## src/rtl/neighbor_builder_if.sv

```systemverilog
// ---------------------------------------------------------------------------
// neighbor_builder_if
// Groups the neighbor_builder control/status signals and both RAM buses.
//   master : the builder (drives RAM address/enable/data, busy and flags)
//   slave  : its environment (controller driving start/counts, RAM read data)
// Signals:
//   start, vertex_count, face_count        controller -> builder
//   busy, overflow, bad_index              builder -> controller
//   RAM_OBJ_EN/WE/A/Di, RAM_OBJ_Do         object RAM port
//   RAM_NBR_EN/WE/A/Di, RAM_NBR_Do         neighbour RAM port
// ---------------------------------------------------------------------------
interface neighbor_builder_if #(
    parameter int ADDR_WIDTH = 11
);
    logic                  start;
    logic [31:0]           vertex_count;
    logic [31:0]           face_count;
    logic                  busy;
    logic                  overflow;
    logic                  bad_index;

    logic                  RAM_OBJ_EN;
    logic [3:0]            RAM_OBJ_WE;
    logic [ADDR_WIDTH-1:0] RAM_OBJ_A;
    logic [31:0]           RAM_OBJ_Di;
    logic [31:0]           RAM_OBJ_Do;

    logic                  RAM_NBR_EN;
    logic [3:0]            RAM_NBR_WE;
    logic [ADDR_WIDTH-1:0] RAM_NBR_A;
    logic [31:0]           RAM_NBR_Di;
    logic [31:0]           RAM_NBR_Do;

    modport master (
        input  start, vertex_count, face_count, RAM_OBJ_Do, RAM_NBR_Do,
        output busy, overflow, bad_index,
               RAM_OBJ_EN, RAM_OBJ_WE, RAM_OBJ_A, RAM_OBJ_Di,
               RAM_NBR_EN, RAM_NBR_WE, RAM_NBR_A, RAM_NBR_Di
    );

    modport slave (
        output start, vertex_count, face_count, RAM_OBJ_Do, RAM_NBR_Do,
        input  busy, overflow, bad_index,
               RAM_OBJ_EN, RAM_OBJ_WE, RAM_OBJ_A, RAM_OBJ_Di,
               RAM_NBR_EN, RAM_NBR_WE, RAM_NBR_A, RAM_NBR_Di
    );
endinterface

```

## src/rtl/neighbor_builder.sv

```systemverilog
// ---------------------------------------------------------------------------
// neighbor_builder
// Walks the face list in the object RAM and builds a per-vertex table of
// unique neighbour indices in the neighbour RAM. Vertex v owns the block at
// v*MAX_NEIGHBOR_COUNT: word 0 is the count, the following words hold
// 1-based neighbour indices in first-seen order.
// Ports:
//   clk  : clock; all state changes on the falling edge (RAMs use the rising)
//   rst  : asynchronous reset, active-high
//   bus  : neighbor_builder_if.master (start/counts, status, both RAM ports)
// Optional build macro:
//   NBR_RANGE_CHECK_EN : faces with an index of 0 or above vertex_count are
//                        skipped and flagged on bad_index; without it
//                        bad_index is tied low and indices are not checked.
// ---------------------------------------------------------------------------
module neighbor_builder #(
    parameter int MAX_NEIGHBOR_COUNT = 10,
    parameter int ADDR_WIDTH         = 11
) (
    input  logic               clk,
    input  logic               rst,
    neighbor_builder_if.master bus
);
    typedef enum logic [3:0] {
        S_IDLE, S_CLEAR, S_FACE_RD, S_EDGE, S_CNT_RD,
        S_SCAN_RD, S_APPEND_WR, S_CNT_WR, S_DONE
    } state_t;

    localparam logic [31:0]           MAX_W = 32'(MAX_NEIGHBOR_COUNT);
    localparam logic [31:0]           SLOTS = MAX_W - 32'd1;
    localparam logic [ADDR_WIDTH-1:0] MAX_A = ADDR_WIDTH'(MAX_NEIGHBOR_COUNT);

    state_t                state, state_nxt;
    logic [31:0]           vidx, fidx, cnt, slot, wdata;
    logic [31:0]           va, vb, vc;
    logic [1:0]            sub, edge_sel;
    logic                  dir, ovf;
    logic [ADDR_WIDTH-1:0] addr, faddr, base;

    logic [31:0]           v_sel, n_sel, cnt_cur;
    logic [ADDR_WIDTH-1:0] base_nxt, face_base;
    logic                  face_bad, is_self, room, match, last_slot, last_face;
    logic                  do_advance, set_ovf, bump_edge, face_done;
    logic [3:0]            nbr_we;
    state_t                after_face, adv_state;

    // Current directed edge: v receives n. dir=0 takes (x<-y), dir=1 (y<-x).
    always_comb begin
        logic [31:0] x, y;
        x = va;
        y = vb;
        case (edge_sel)
            2'd1:    begin x = vb; y = vc; end
            2'd2:    begin x = vc; y = va; end
            default: begin x = va; y = vb; end
        endcase
        v_sel = dir ? y : x;
        n_sel = dir ? x : y;
    end

    assign base_nxt  = ADDR_WIDTH'((v_sel - 32'd1) * MAX_W);
    assign face_base = ADDR_WIDTH'(32'd3 * bus.vertex_count + 32'd1);
    assign is_self   = (v_sel == n_sel);
    // While the count word is arriving the register is not loaded yet.
    assign cnt_cur   = (state == S_CNT_RD) ? bus.RAM_NBR_Do : cnt;
    assign room      = (cnt_cur < SLOTS);
    assign match     = (bus.RAM_NBR_Do == n_sel);
    assign last_slot = (slot == cnt);
    assign last_face = (fidx == bus.face_count - 32'd1);

    assign after_face = last_face ? S_DONE : S_FACE_RD;
    assign adv_state  = (dir && edge_sel == 2'd2) ? after_face : S_EDGE;

`ifdef NBR_RANGE_CHECK_EN
    logic bad_r;

    assign face_bad = (va == 32'd0) || (va > bus.vertex_count) ||
                      (vb == 32'd0) || (vb > bus.vertex_count) ||
                      (vc == 32'd0) || (vc > bus.vertex_count);

    always_ff @(negedge clk or posedge rst) begin
        if (rst)
            bad_r <= 1'b0;
        else if (state == S_IDLE && bus.start)
            bad_r <= 1'b0;
        else if (state == S_EDGE && face_bad)
            bad_r <= 1'b1;
    end

    assign bus.bad_index = bad_r;
`else
    assign face_bad      = 1'b0;
    assign bus.bad_index = 1'b0;
`endif

    always_comb begin
        state_nxt  = state;
        nbr_we     = 4'h0;
        do_advance = 1'b0;
        set_ovf    = 1'b0;
        case (state)
            S_IDLE:
                if (bus.start)
                    state_nxt = (bus.vertex_count == 32'd0) ? S_DONE : S_CLEAR;
            S_CLEAR: begin
                nbr_we = 4'hF;
                if (vidx == bus.vertex_count - 32'd1)
                    state_nxt = (bus.face_count == 32'd0) ? S_DONE : S_FACE_RD;
            end
            S_FACE_RD:
                if (sub == 2'd2)
                    state_nxt = S_EDGE;
            S_EDGE:
                if (face_bad)
                    state_nxt = after_face;
                else if (is_self)
                    state_nxt = (edge_sel == 2'd2) ? after_face : S_EDGE;
                else
                    state_nxt = S_CNT_RD;
            S_CNT_RD:
                if (bus.RAM_NBR_Do != 32'd0)
                    state_nxt = S_SCAN_RD;
                else if (room)
                    state_nxt = S_APPEND_WR;
                else begin
                    set_ovf    = 1'b1;
                    do_advance = 1'b1;
                    state_nxt  = adv_state;
                end
            S_SCAN_RD:
                if (match) begin
                    do_advance = 1'b1;
                    state_nxt  = adv_state;
                end else if (last_slot) begin
                    if (room)
                        state_nxt = S_APPEND_WR;
                    else begin
                        set_ovf    = 1'b1;
                        do_advance = 1'b1;
                        state_nxt  = adv_state;
                    end
                end
            S_APPEND_WR: begin
                nbr_we    = 4'hF;
                state_nxt = S_CNT_WR;
            end
            S_CNT_WR: begin
                nbr_we     = 4'hF;
                do_advance = 1'b1;
                state_nxt  = adv_state;
            end
            S_DONE:  state_nxt = S_IDLE;
            default: state_nxt = S_IDLE;
        endcase
    end

    // A finished reverse insert or a skipped self-edge moves to the next edge;
    // the third edge (or a rejected face) moves to the next face.
    assign bump_edge = (do_advance && dir) || (state == S_EDGE && !face_bad && is_self);
    assign face_done = (bump_edge && edge_sel == 2'd2) || (state == S_EDGE && face_bad);

    always_ff @(negedge clk or posedge rst) begin
        if (rst)
            state <= S_IDLE;
        else
            state <= state_nxt;
    end

    always_ff @(negedge clk or posedge rst) begin
        if (rst) begin
            vidx <= '0; fidx <= '0; cnt <= '0; slot <= '0; wdata <= '0;
            va <= '0; vb <= '0; vc <= '0;
            sub <= '0; edge_sel <= '0; dir <= 1'b0; ovf <= 1'b0;
            addr <= '0; faddr <= '0; base <= '0;
        end else begin
            case (state)
                S_IDLE:
                    if (bus.start) begin
                        ovf <= 1'b0; vidx <= '0; fidx <= '0;
                        addr <= '0; wdata <= '0; faddr <= face_base;
                        sub <= '0; edge_sel <= '0; dir <= 1'b0;
                    end
                S_CLEAR: begin
                    vidx <= vidx + 32'd1;
                    addr <= addr + MAX_A;
                end
                // Read data for this cycle's address is valid at its closing edge.
                S_FACE_RD: begin
                    case (sub)
                        2'd0:    va <= bus.RAM_OBJ_Do;
                        2'd1:    vb <= bus.RAM_OBJ_Do;
                        default: vc <= bus.RAM_OBJ_Do;
                    endcase
                    faddr <= faddr + 1'b1;
                    sub   <= (sub == 2'd2) ? 2'd0 : sub + 2'd1;
                end
                S_EDGE:
                    if (!face_bad && !is_self) begin
                        base <= base_nxt;
                        addr <= base_nxt;
                    end
                // An empty block appends at base+1, the same address the scan starts at.
                S_CNT_RD: begin
                    cnt   <= bus.RAM_NBR_Do;
                    slot  <= 32'd1;
                    addr  <= base + 1'b1;
                    wdata <= n_sel;
                end
                S_SCAN_RD:
                    if (!match && !last_slot) begin
                        slot <= slot + 32'd1;
                        addr <= addr + 1'b1;
                    end else if (!match && room) begin
                        addr <= base + ADDR_WIDTH'(cnt + 32'd1);
                    end
                S_APPEND_WR: begin
                    addr  <= base;
                    wdata <= cnt + 32'd1;
                end
                default: ;
            endcase
            if (set_ovf)
                ovf <= 1'b1;
            if (do_advance && !dir)
                dir <= 1'b1;
            if (bump_edge) begin
                dir      <= 1'b0;
                edge_sel <= (edge_sel == 2'd2) ? 2'd0 : edge_sel + 2'd1;
            end
            if (face_done) begin
                fidx     <= fidx + 32'd1;
                edge_sel <= 2'd0;
                dir      <= 1'b0;
            end
        end
    end

    assign bus.busy       = (state != S_IDLE) && (state != S_DONE);
    assign bus.overflow   = ovf;
    assign bus.RAM_OBJ_EN = bus.busy;
    assign bus.RAM_OBJ_WE = 4'h0;
    assign bus.RAM_OBJ_A  = faddr;
    assign bus.RAM_OBJ_Di = 32'd0;
    assign bus.RAM_NBR_EN = bus.busy;
    assign bus.RAM_NBR_WE = nbr_we;
    assign bus.RAM_NBR_A  = addr;
    assign bus.RAM_NBR_Di = wdata;
endmodule

```

## src/flat_wrapper.sv

```systemverilog
// flat-port wrapper written by rule: the top's interface ports become plain ports
module neighbor_builder_flat 
#(
    parameter int MAX_NEIGHBOR_COUNT = 10,
    parameter int ADDR_WIDTH         = 11
)
  (clk, rst, bus_start, bus_vertex_count, bus_face_count, bus_RAM_OBJ_Do, bus_RAM_NBR_Do, bus_busy, bus_overflow, bus_bad_index, bus_RAM_OBJ_EN, bus_RAM_OBJ_WE, bus_RAM_OBJ_A, bus_RAM_OBJ_Di, bus_RAM_NBR_EN, bus_RAM_NBR_WE, bus_RAM_NBR_A, bus_RAM_NBR_Di);
  neighbor_builder_if #(.ADDR_WIDTH(ADDR_WIDTH)) bus_i ();
  input  logic clk;
  input  logic rst;
  input wire logic [$bits(bus_i.start)-1:0] bus_start;
  input wire logic [$bits(bus_i.vertex_count)-1:0] bus_vertex_count;
  input wire logic [$bits(bus_i.face_count)-1:0] bus_face_count;
  input wire logic [$bits(bus_i.RAM_OBJ_Do)-1:0] bus_RAM_OBJ_Do;
  input wire logic [$bits(bus_i.RAM_NBR_Do)-1:0] bus_RAM_NBR_Do;
  output wire logic [$bits(bus_i.busy)-1:0] bus_busy;
  output wire logic [$bits(bus_i.overflow)-1:0] bus_overflow;
  output wire logic [$bits(bus_i.bad_index)-1:0] bus_bad_index;
  output wire logic [$bits(bus_i.RAM_OBJ_EN)-1:0] bus_RAM_OBJ_EN;
  output wire logic [$bits(bus_i.RAM_OBJ_WE)-1:0] bus_RAM_OBJ_WE;
  output wire logic [$bits(bus_i.RAM_OBJ_A)-1:0] bus_RAM_OBJ_A;
  output wire logic [$bits(bus_i.RAM_OBJ_Di)-1:0] bus_RAM_OBJ_Di;
  output wire logic [$bits(bus_i.RAM_NBR_EN)-1:0] bus_RAM_NBR_EN;
  output wire logic [$bits(bus_i.RAM_NBR_WE)-1:0] bus_RAM_NBR_WE;
  output wire logic [$bits(bus_i.RAM_NBR_A)-1:0] bus_RAM_NBR_A;
  output wire logic [$bits(bus_i.RAM_NBR_Di)-1:0] bus_RAM_NBR_Di;
  assign bus_i.start = bus_start;
  assign bus_i.vertex_count = bus_vertex_count;
  assign bus_i.face_count = bus_face_count;
  assign bus_i.RAM_OBJ_Do = bus_RAM_OBJ_Do;
  assign bus_i.RAM_NBR_Do = bus_RAM_NBR_Do;
  assign bus_busy = bus_i.busy;
  assign bus_overflow = bus_i.overflow;
  assign bus_bad_index = bus_i.bad_index;
  assign bus_RAM_OBJ_EN = bus_i.RAM_OBJ_EN;
  assign bus_RAM_OBJ_WE = bus_i.RAM_OBJ_WE;
  assign bus_RAM_OBJ_A = bus_i.RAM_OBJ_A;
  assign bus_RAM_OBJ_Di = bus_i.RAM_OBJ_Di;
  assign bus_RAM_NBR_EN = bus_i.RAM_NBR_EN;
  assign bus_RAM_NBR_WE = bus_i.RAM_NBR_WE;
  assign bus_RAM_NBR_A = bus_i.RAM_NBR_A;
  assign bus_RAM_NBR_Di = bus_i.RAM_NBR_Di;
  neighbor_builder #(.MAX_NEIGHBOR_COUNT(MAX_NEIGHBOR_COUNT), .ADDR_WIDTH(ADDR_WIDTH)) u_core (.clk(clk), .rst(rst), .bus(bus_i));
endmodule
```

## config.mk

```make
export PLATFORM = sky130hd
export DESIGN_NAME = neighbor_builder_flat
export DESIGN_NICKNAME = d
export VERILOG_FILES = /design/src/rtl/neighbor_builder_if.sv /design/src/rtl/neighbor_builder.sv /design/src/flat_wrapper.sv
export SDC_FILE = /design/constraint.sdc
export NUM_CORES = 1
export LEC_CHECK = 0
export CAP_MARGIN = 20
export CORE_MARGIN = 1
export CORE_UTILIZATION = 30
export CTS_CLUSTER_DIAMETER = 30
export DETAILED_ROUTE_END_ITERATION = 12
export GPL_ROUTABILITY_DRIVEN = 0
export GPL_TIMING_DRIVEN = 1
export HOLD_SLACK_MARGIN = 0.12
export PLACE_DENSITY = 0.47
export SETUP_SLACK_MARGIN = 0.3
export SYNTH_ARGS = -nofsm -noshare
export SYNTH_HDL_FRONTEND = slang
export SYNTH_SLANG_ARGS = --single-unit
```

## constraint.sdc

```tcl
create_clock -name clk -period 11.4 [get_ports clk]
set_input_delay 1.14 -clock clk [delete_from_list [all_inputs] [get_ports clk]]
set_output_delay 1.14 -clock clk [all_outputs]
set_load 0.005 [all_outputs]
```

### After elaboration in Yosys (flattened, before gate mapping)

Cells that the tools add are included.

| cells by class | value |
|---|---|
| $add $sub $neg | 15 |
| multipliers | 2 |
| $lt $le $gt $ge | 1 |
| equality and inequality tests | 24 |
| muxes and demuxes | 54 |
| bitwise gates (word level) | 2 |
| reduce and logical (&&, ||, !) cells | 47 |

Operators with widths:

| kind | number |
|---|---|
| 32-bit one-hot mux with 2 select lines | 4 |
| 32-bit 2-to-1 mux | 7 |
| 32-bit == test | 5 |
| 32-bit by 1-bit adder with 32-bit output, second input constant | 4 |
| 32-bit one-hot mux with 3 select lines | 1 |
| 32-bit by 1-bit subtractor with 32-bit output, second input constant | 3 |
| 11-bit one-hot mux with 6 select lines | 1 |
| 32-bit logical NOT | 2 |
| 4-bit 2-to-1 mux | 14 |
| 11-bit 2-to-1 mux | 5 |
| 11-bit by 1-bit adder with 11-bit output, second input constant | 4 |
| 32-bit by 4-bit < comparator with 1-bit output, second input constant | 1 |
| 2-bit by 32-bit multiplier with 11-bit output, first input constant | 1 |
| 32-bit by 3-bit multiplier with 10-bit output, second input constant | 1 |
| 4-bit one-hot mux with 8 select lines | 1 |
| 32-bit nonzero test | 1 |
| 2-bit AND reduction | 12 |
| 11-bit one-hot mux with 2 select lines | 1 |
| 4-bit by 3-bit == test with 1-bit output, second input constant | 4 |
| 2-bit nonzero test | 7 |
| 2-bit 2-to-1 mux | 6 |
| 4-bit nonzero test | 3 |
| 11-bit adder | 1 |
| 11-bit by 4-bit adder with 11-bit output, second input constant | 1 |
| other kinds (24) | 55 |

| storage, ports and cells | value |
|---|---|
| register bits | 298 |
| bits of input ports | 131 |
| word-level logic and storage cells | 161 |

### Logic depth before layout (Yosys ltp)

Gate-level depths: netlist (run 1).

| logic depth | value |
|---|---|
| depth after elaboration | 12 |
| depth in mapped cells | 24 |

==> results of run 1 <==
==> metal layers <==
metal	part of all wire, %	vias up	track usage, %
met5	0.024	-	0
met4	2.9	4	7.480
met3	5.7	138	3.613
met2	46	645	33.44
met1	45	10384	28.35
li1	-	9823	-
==> flip-flops by register name, summed over array words and instances, names as in the netlist, 4 cells and up <==
register	count
u_core.cnt	32
u_core.bus.RAM_NBR_Di	32
u_core.vc	32
u_core.fidx	32
u_core.slot	32
u_core.vb	32
u_core.base	10
u_core.state	4
u_core.bus.RAM_NBR_A	11
u_core.vidx	32
u_core.bus.RAM_OBJ_A	11
u_core.va	32
==> worst register-to-register path, cell delays in order, from the launching register on <==
cell and delay [ns]:
dfrtn_1 0.43, inv_1 0.09, ha_4 0.43, buf_4 0.72, nand2b_1 0.81, nand3_1 0.26
and4_1 0.27, nor4b_1 0.55, nand4_1 0.31, nor4_4 0.41, o311a_4 0.42, or2_1 0.69
mux2i_1 0.18
==> cells in the final DEF, fill, tap and decap left out, types with 19 or more instances in the layout <==
cell	netlist	final
nor2_1	117	117
and2_1	32	32
a21bo_2	19	19
inv_1	84	83
clkbuf_8	0	20
or4_1	26	26
buf_4	45	32
dfrtn_1	298	298
nand2_1	235	234
o21ai_0	141	141
a22o_1	21	21
and3_1	31	31
clkdlybuf4s50_1	0	192
a21oi_1	121	121
mux2i_1	75	75
a31oi_1	34	34
o22ai_1	33	33
and4_1	23	23
conb_1	1	37
nand4_1	54	54
mux2_2	116	116
ha_1	54	51
clkbuf_16	0	93
nor3_1	57	53
nand3_1	123	123
nor4_1	53	52
xor2_1	92	92
nor2b_1	36	36
nand2b_1	61	61
or3_1	23	23
xnor2_1	126	126
o31ai_1	23	23
==> power by group <==
part           switching (mW)  total, mW  internal (mW)
clock                   0.736       2.58           1.85
combinational           0.328      0.571          0.243
sequential             0.0665       1.17           1.11
==> logic make-up (layout without fill, tap and decap cells) <==
kind of cell / after synthesis / after routing / synth area share [%]
compound gates: 601 / 601 / 17.96
xor+xnor: 218 / 218 / 8.372
fa+ha+maj: 57 / 57 / 3.226
buf+inv: 276 / 475 / 5.596
flops: 298 / 298 / 32.70
mux: 207 / 207 / 10.53
other cells: 1 / 38 / 0.01644
simple gates: 927 / 927 / 21.59
==> cell type report <==
type                            count  area, µm²
Sequential cell                   298       7457
Clock buffer                      128       2659
Antenna cell                        1      2.502
Inverter                           85      322.8
Fill cell                        7494      46200
Clock inverter                     36      510.5
Tap cell                          969       1212
Multi-Input combinational cell   2047      14260
Timing Repair Buffer              226       2202
==> stage by stage <==
stage | cells | setup WS (ns) | instance area (µm²)
3_5_place_dp | 3625 | 0.4866 | 25450
3_3_place_gp | 3625 | 0.5270 | 25450
6_report | 3790 | 1.026 | 28630
4_1_cts | 3789 | 1.072 | 28620
5_1_grt | 3789 | 0.7994 | 28620
2_1_floorplan | 2621 | 0.7616 | 22940
==> final timing paths <==
kind	from	to	slack, ns
setup reg to reg	u_core.edge_sel[1]$_DFFE_NP0P_	u_core.fidx[7]$_DFFE_NP0P_	5.65
hold / removal	u_core.slot[21]$_DFFE_NP0P_	u_core.slot[21]$_DFFE_NP0P_	0.43
min in group asynchronous	rst	u_core.fidx[5]$_DFFE_NP0P_	6.66
hold reg to reg	u_core.slot[21]$_DFFE_NP0P_	u_core.slot[21]$_DFFE_NP0P_	0.43
max in group asynchronous	rst	u_core.vb[30]$_DFFE_NP0P_	3.82
setup / recovery	bus_face_count[0]	u_core.state[1]$_DFFE_NP0P_	1.03
==> impl_metrics.tcl, run 1 <==
set metrics [dict create \
    status "completed" \
    syn_area_um2 22810 \
    syn_to_final_growth_pct 25.52 \
    fp.dieH_um 277.7 \
    grt_pass1_wl_um 126900 \
    grt_pass1_vias 20755 \
    tightest_slew_ns 1.031 \
    setup_violations 0 \
    finalPower_mw 4.328 \
    die_area_um2 77130 \
    ys_types 95 \
    finClkSkew_ns 0.02593 \
    finalMaxSlewViolations 0 \
    numCtsBuffers 89 \
    synth_common_cells "298 x dfrtn_1, 235 x nand2_1, 141 x o21ai_0" \
    syn_avg_cell_area_um2 8.822 \
    ctsHoldBuffers 0 \
    crit_arrival_ns 5.07 \
    nNetsFinal 2935 \
    critical_path_class "input pin to register" \
    drcViolationCount 0 \
    htreeDepth 3 \
    synth_top_area_share_pct 32.70 \
    layout-drive-gt1-share_pct 13.44 \
    hpwl_um 60940 \
    synth_edf_count 0 \
    synth_area_leaders "dfrtn_1 33%, mux2_2 5.7%, xnor2_1 4.8%" \
    antenna_found_initial 2 \
    cts_resized 0 \
    clockRootBuffer "clkbuf_16" \
    cts_sinks 298 \
    end_kind "register" \
    hold_viol 0 \
    synth-seq-cells 298 \
    worstSkewPairLatency_ns 0.60 \
    reg2reg_depth 12 \
    wirelength_um 82070 \
    synth_most_common_cell "dfrtn_1" \
    worstPathBufferInverterCount 2 \
    drt_iter0_drc 1676 \
    cts_setup_buffers 0 \
    via_count 20994 \
    cp.depth 12 \
    clockBufferDepth 3 \
    cts_tree "built" \
    fp.coreArea_um2 74820 \
    slowest_stage "or4_1" \
    cp_max_fo 8 \
    rows 100 \
    critPathRequiredTime_ns 6.09 \
    first_pass_iters 7 \
    synth_async_sr_flop_share_pct 100.0 \
    rsz0062_at_grt "false" \
    io_pins 230 \
    fin_util_pct 38.26 \
    overflow 0 \
    hold_path_class "register to register" \
    wl_per_cell_um 21.66 \
    start_kind "input pin" \
    yosysSeqAreaShare_pct 32.70 \
    syn_inst 2585 \
    track_usage_pct 20.96 \
    die_w_um 277.7 \
    io_buffer_count 192 \
    cap_violations 0 \
    yosys.area.top_type "dfrtn_1" \
    path_delay_family "simple AND/OR/NAND/NOR gates" \
    ir_drop_mv 0.09803 \
    relSlewSlack_pct 31.29 \
    synth_flop_cell "dfrtn_1" \
    max_stage_delay_ns 0.62 \
    ant_nets 0 \
    clkTransAtPathRegs_ns 0.03 \
    p_per_area_nw_per_um2 151.2 \
    grt_max_degree 161 \
    worstHoldPathCells 1 \
    start_util_pct 30.48 \
    cp_cell_sequence "clkdlybuf4s50_1 > inv_1 > ha_1 > nor2b_1 > nand4_2 > nor4_1 > mux2i_1 > or4_1 > or4_1 > or4_1 > o2bb2ai_1 > a211oi_1" \
    path_common_cell "or4_1" \
    fin_tns_setup_ns 0 \
    ys_warn_count 0 \
    p_leak_nw 11.63 \
    vias_per_cell 5.539 \
    hold_slack_ns 0.4281 \
]
Note: power is estimated with default switching activity, not from simulation.
==> run 2, diff against run 1 <==
CTS_BUF_LIST = sky130_fd_sc_hd__clkbuf_4   (was unset)
==> run 2 against run 1 <==
Global-route usage down 0.21 points. Die area unchanged. Flip-flop and latch count unchanged.
==> impl_metrics.tcl, run 2 (same netlist as run 1, synthesis figures left out) <==
set metrics [dict create \
    wirelength_um 81350 \
    dp.cells 3625 \
    cts_resized 0 \
    start_kind "input pin" \
    numCtsBuffers 100 \
    fin_tns_setup_ns 0 \
    drt_iter0_drc 1534 \
    ctsHoldBuffers 0 \
    status "completed" \
    grt_pass1_wl_um 125500 \
    layout_common_cells "298 x dfrtn_1, 234 x nand2_1, 192 x clkdlybuf4s50_1, 141 x o21ai_0, 136 x clkbuf_4" \
    die_area_um2 77130 \
    clockBufferDepth 3 \
    end_kind "register" \
    layout.cells.most_common "dfrtn_1" \
    path_delay_family "simple AND/OR/NAND/NOR gates" \
    hpwl_um 60940 \
    grt_max_degree 161 \
    rows 100 \
    setup_violations 0 \
    start_util_pct 30.48 \
    layout-drive-gt1-share_pct 13.29 \
    cap_violations 0 \
    nNetsFinal 2946 \
    io_pins 230 \
    hold_viol 0 \
    fp.dieH_um 277.7 \
    antenna_found_initial 3 \
    syn_to_final_growth_pct 16.79 \
    overflow 0 \
    vias_per_cell 5.510 \
    cts_tree "built" \
    ant_nets 0 \
    max_stage_delay_ns 0.62 \
    worstPathBufferInverterCount 2 \
    slowest_stage "or4_1" \
    rsz0062_at_grt "false" \
    clkTransAtPathRegs_ns 0.05 \
    final_cells 3792 \
    fp.coreArea_um2 74820 \
    finalMaxSlewViolations 0 \
    fillers 7719 \
    first_pass_iters 5 \
    io_buffer_count 192 \
    cts_sinks 298 \
    path_common_cell "or4_1" \
    p_leak_nw 10.77 \
    grt_pass1_vias 20586 \
    crit_arrival_ns 5.07 \
    cp_max_fo 8 \
    tightest_slew_ns 1.059 \
    post-place-ws_ns 0.4866 \
    via_count 20895 \
    hold_path_class "register to register" \
    ir_drop_mv 0.04571 \
    relSlewSlack_pct 29.41 \
    htreeDepth 3 \
    finClkSkew_ns 0.06589 \
    drcViolationCount 0 \
    setup_ws_ns 1.180 \
    clockRootBuffer "clkbuf_4" \
    cts_setup_buffers 0 \
    critical_path_class "input pin to register" \
    die_w_um 277.7 \
    hold_slack_ns 0.4278 \
    p_per_area_nw_per_um2 105.7 \
    cp_cell_sequence "clkdlybuf4s50_1 > inv_1 > ha_1 > nor2b_1 > nand4_2 > nor4_1 > mux2i_1 > or4_1 > or4_1 > or4_1 > o2bb2ai_1 > a211oi_1" \
    critPathRequiredTime_ns 6.25 \
    worstSkewPairLatency_ns 0.76 \
    track_usage_pct 20.75 \
    fin_util_pct 35.60 \
    wl_per_cell_um 21.45 \
]
## run 2: cell count changes in the layout (fill, tap and decap cells not counted), sizes merged
cell,delta
clkinv,+7
inv,-1
clkinvlp,-2
bufinv,-10
clkbuf,+8
## run 2: routing by layer
layer  track usage [%]  vias to the layer above  wire length [µm]
met4             7.126                        4              2203
met5                 0                        -                17
met2             33.26                      617             37780
met3             3.487                      143              4272
met1             28.09                    10267             37080
li1                  -                     9864                 -
## run 2: layout make-up
cell class | count | area (µm²) | area share, %
sequential | 298 | 7457 | 28.00
timing repair buffer | 226 | 2202 | 8.268
inverter | 85 | 322.8 | 1.212
clock inverter | 30 | 156.4 | 0.5872
antenna | 1 | 2.502 | 0.009395
clock buffer | 136 | 1021 | 3.833
tap | 969 | 1212 | 4.552
multi-input combinational | 2047 | 14260 | 53.54
## run 2: path summary, 6_finish.rpt
| path | from | end | slack (ns) | cells after the start |
|---|---|---|---|---|
| worst max-delay path | bus_face_count[0] | u_core.state[1]$_DFFE_NP0P_ | 1.18 | 12 |
| worst min-delay path | u_core.slot[21]$_DFFE_NP0P_ | u_core.slot[21]$_DFFE_NP0P_ | 0.43 | 1 |
| worst max register to register | u_core.edge_sel[0]$_DFFE_NP0P_ | u_core.fidx[7]$_DFFE_NP0P_ | 5.67 | 12 |
| worst min register to register | u_core.slot[21]$_DFFE_NP0P_ | u_core.slot[21]$_DFFE_NP0P_ | 0.43 | 1 |
| max in group asynchronous | rst | u_core.bus.RAM_NBR_A[9]$_DFFE_NP0P_ | 3.99 | 3 |
| min in group asynchronous | rst | u_core.fidx[23]$_DFFE_NP0P_ | 6.53 | 3 |
## run 2: power by group
| group | switching, mW | internal, mW | leakage [nW] |
|---|---|---|---|
| registers | 0.0667 | 1.10 | 3.38 |
| clock network | 0.509 | 0.566 | 0.697 |
| logic | 0.328 | 0.243 | 6.68 |
## run 2: per-stage QoR
| stage | power, mW | instance area, µm² |
|---|---|---|
| 2_1_floorplan | 1.532 | 22940 |
| 3_3_place_gp | 1.744 | 25450 |
| 3_5_place_dp | 1.752 | 25450 |
| 4_1_cts | 2.865 | 26630 |
| 5_1_grt | 2.981 | 26630 |
| 6_report | 2.816 | 26630 |
==> run 3, diff against run 2 <==
SLEW_MARGIN = 5   (was unset)
==> results of run 3 <==
Final layout, timing and power as in run 2 (identical DEF).
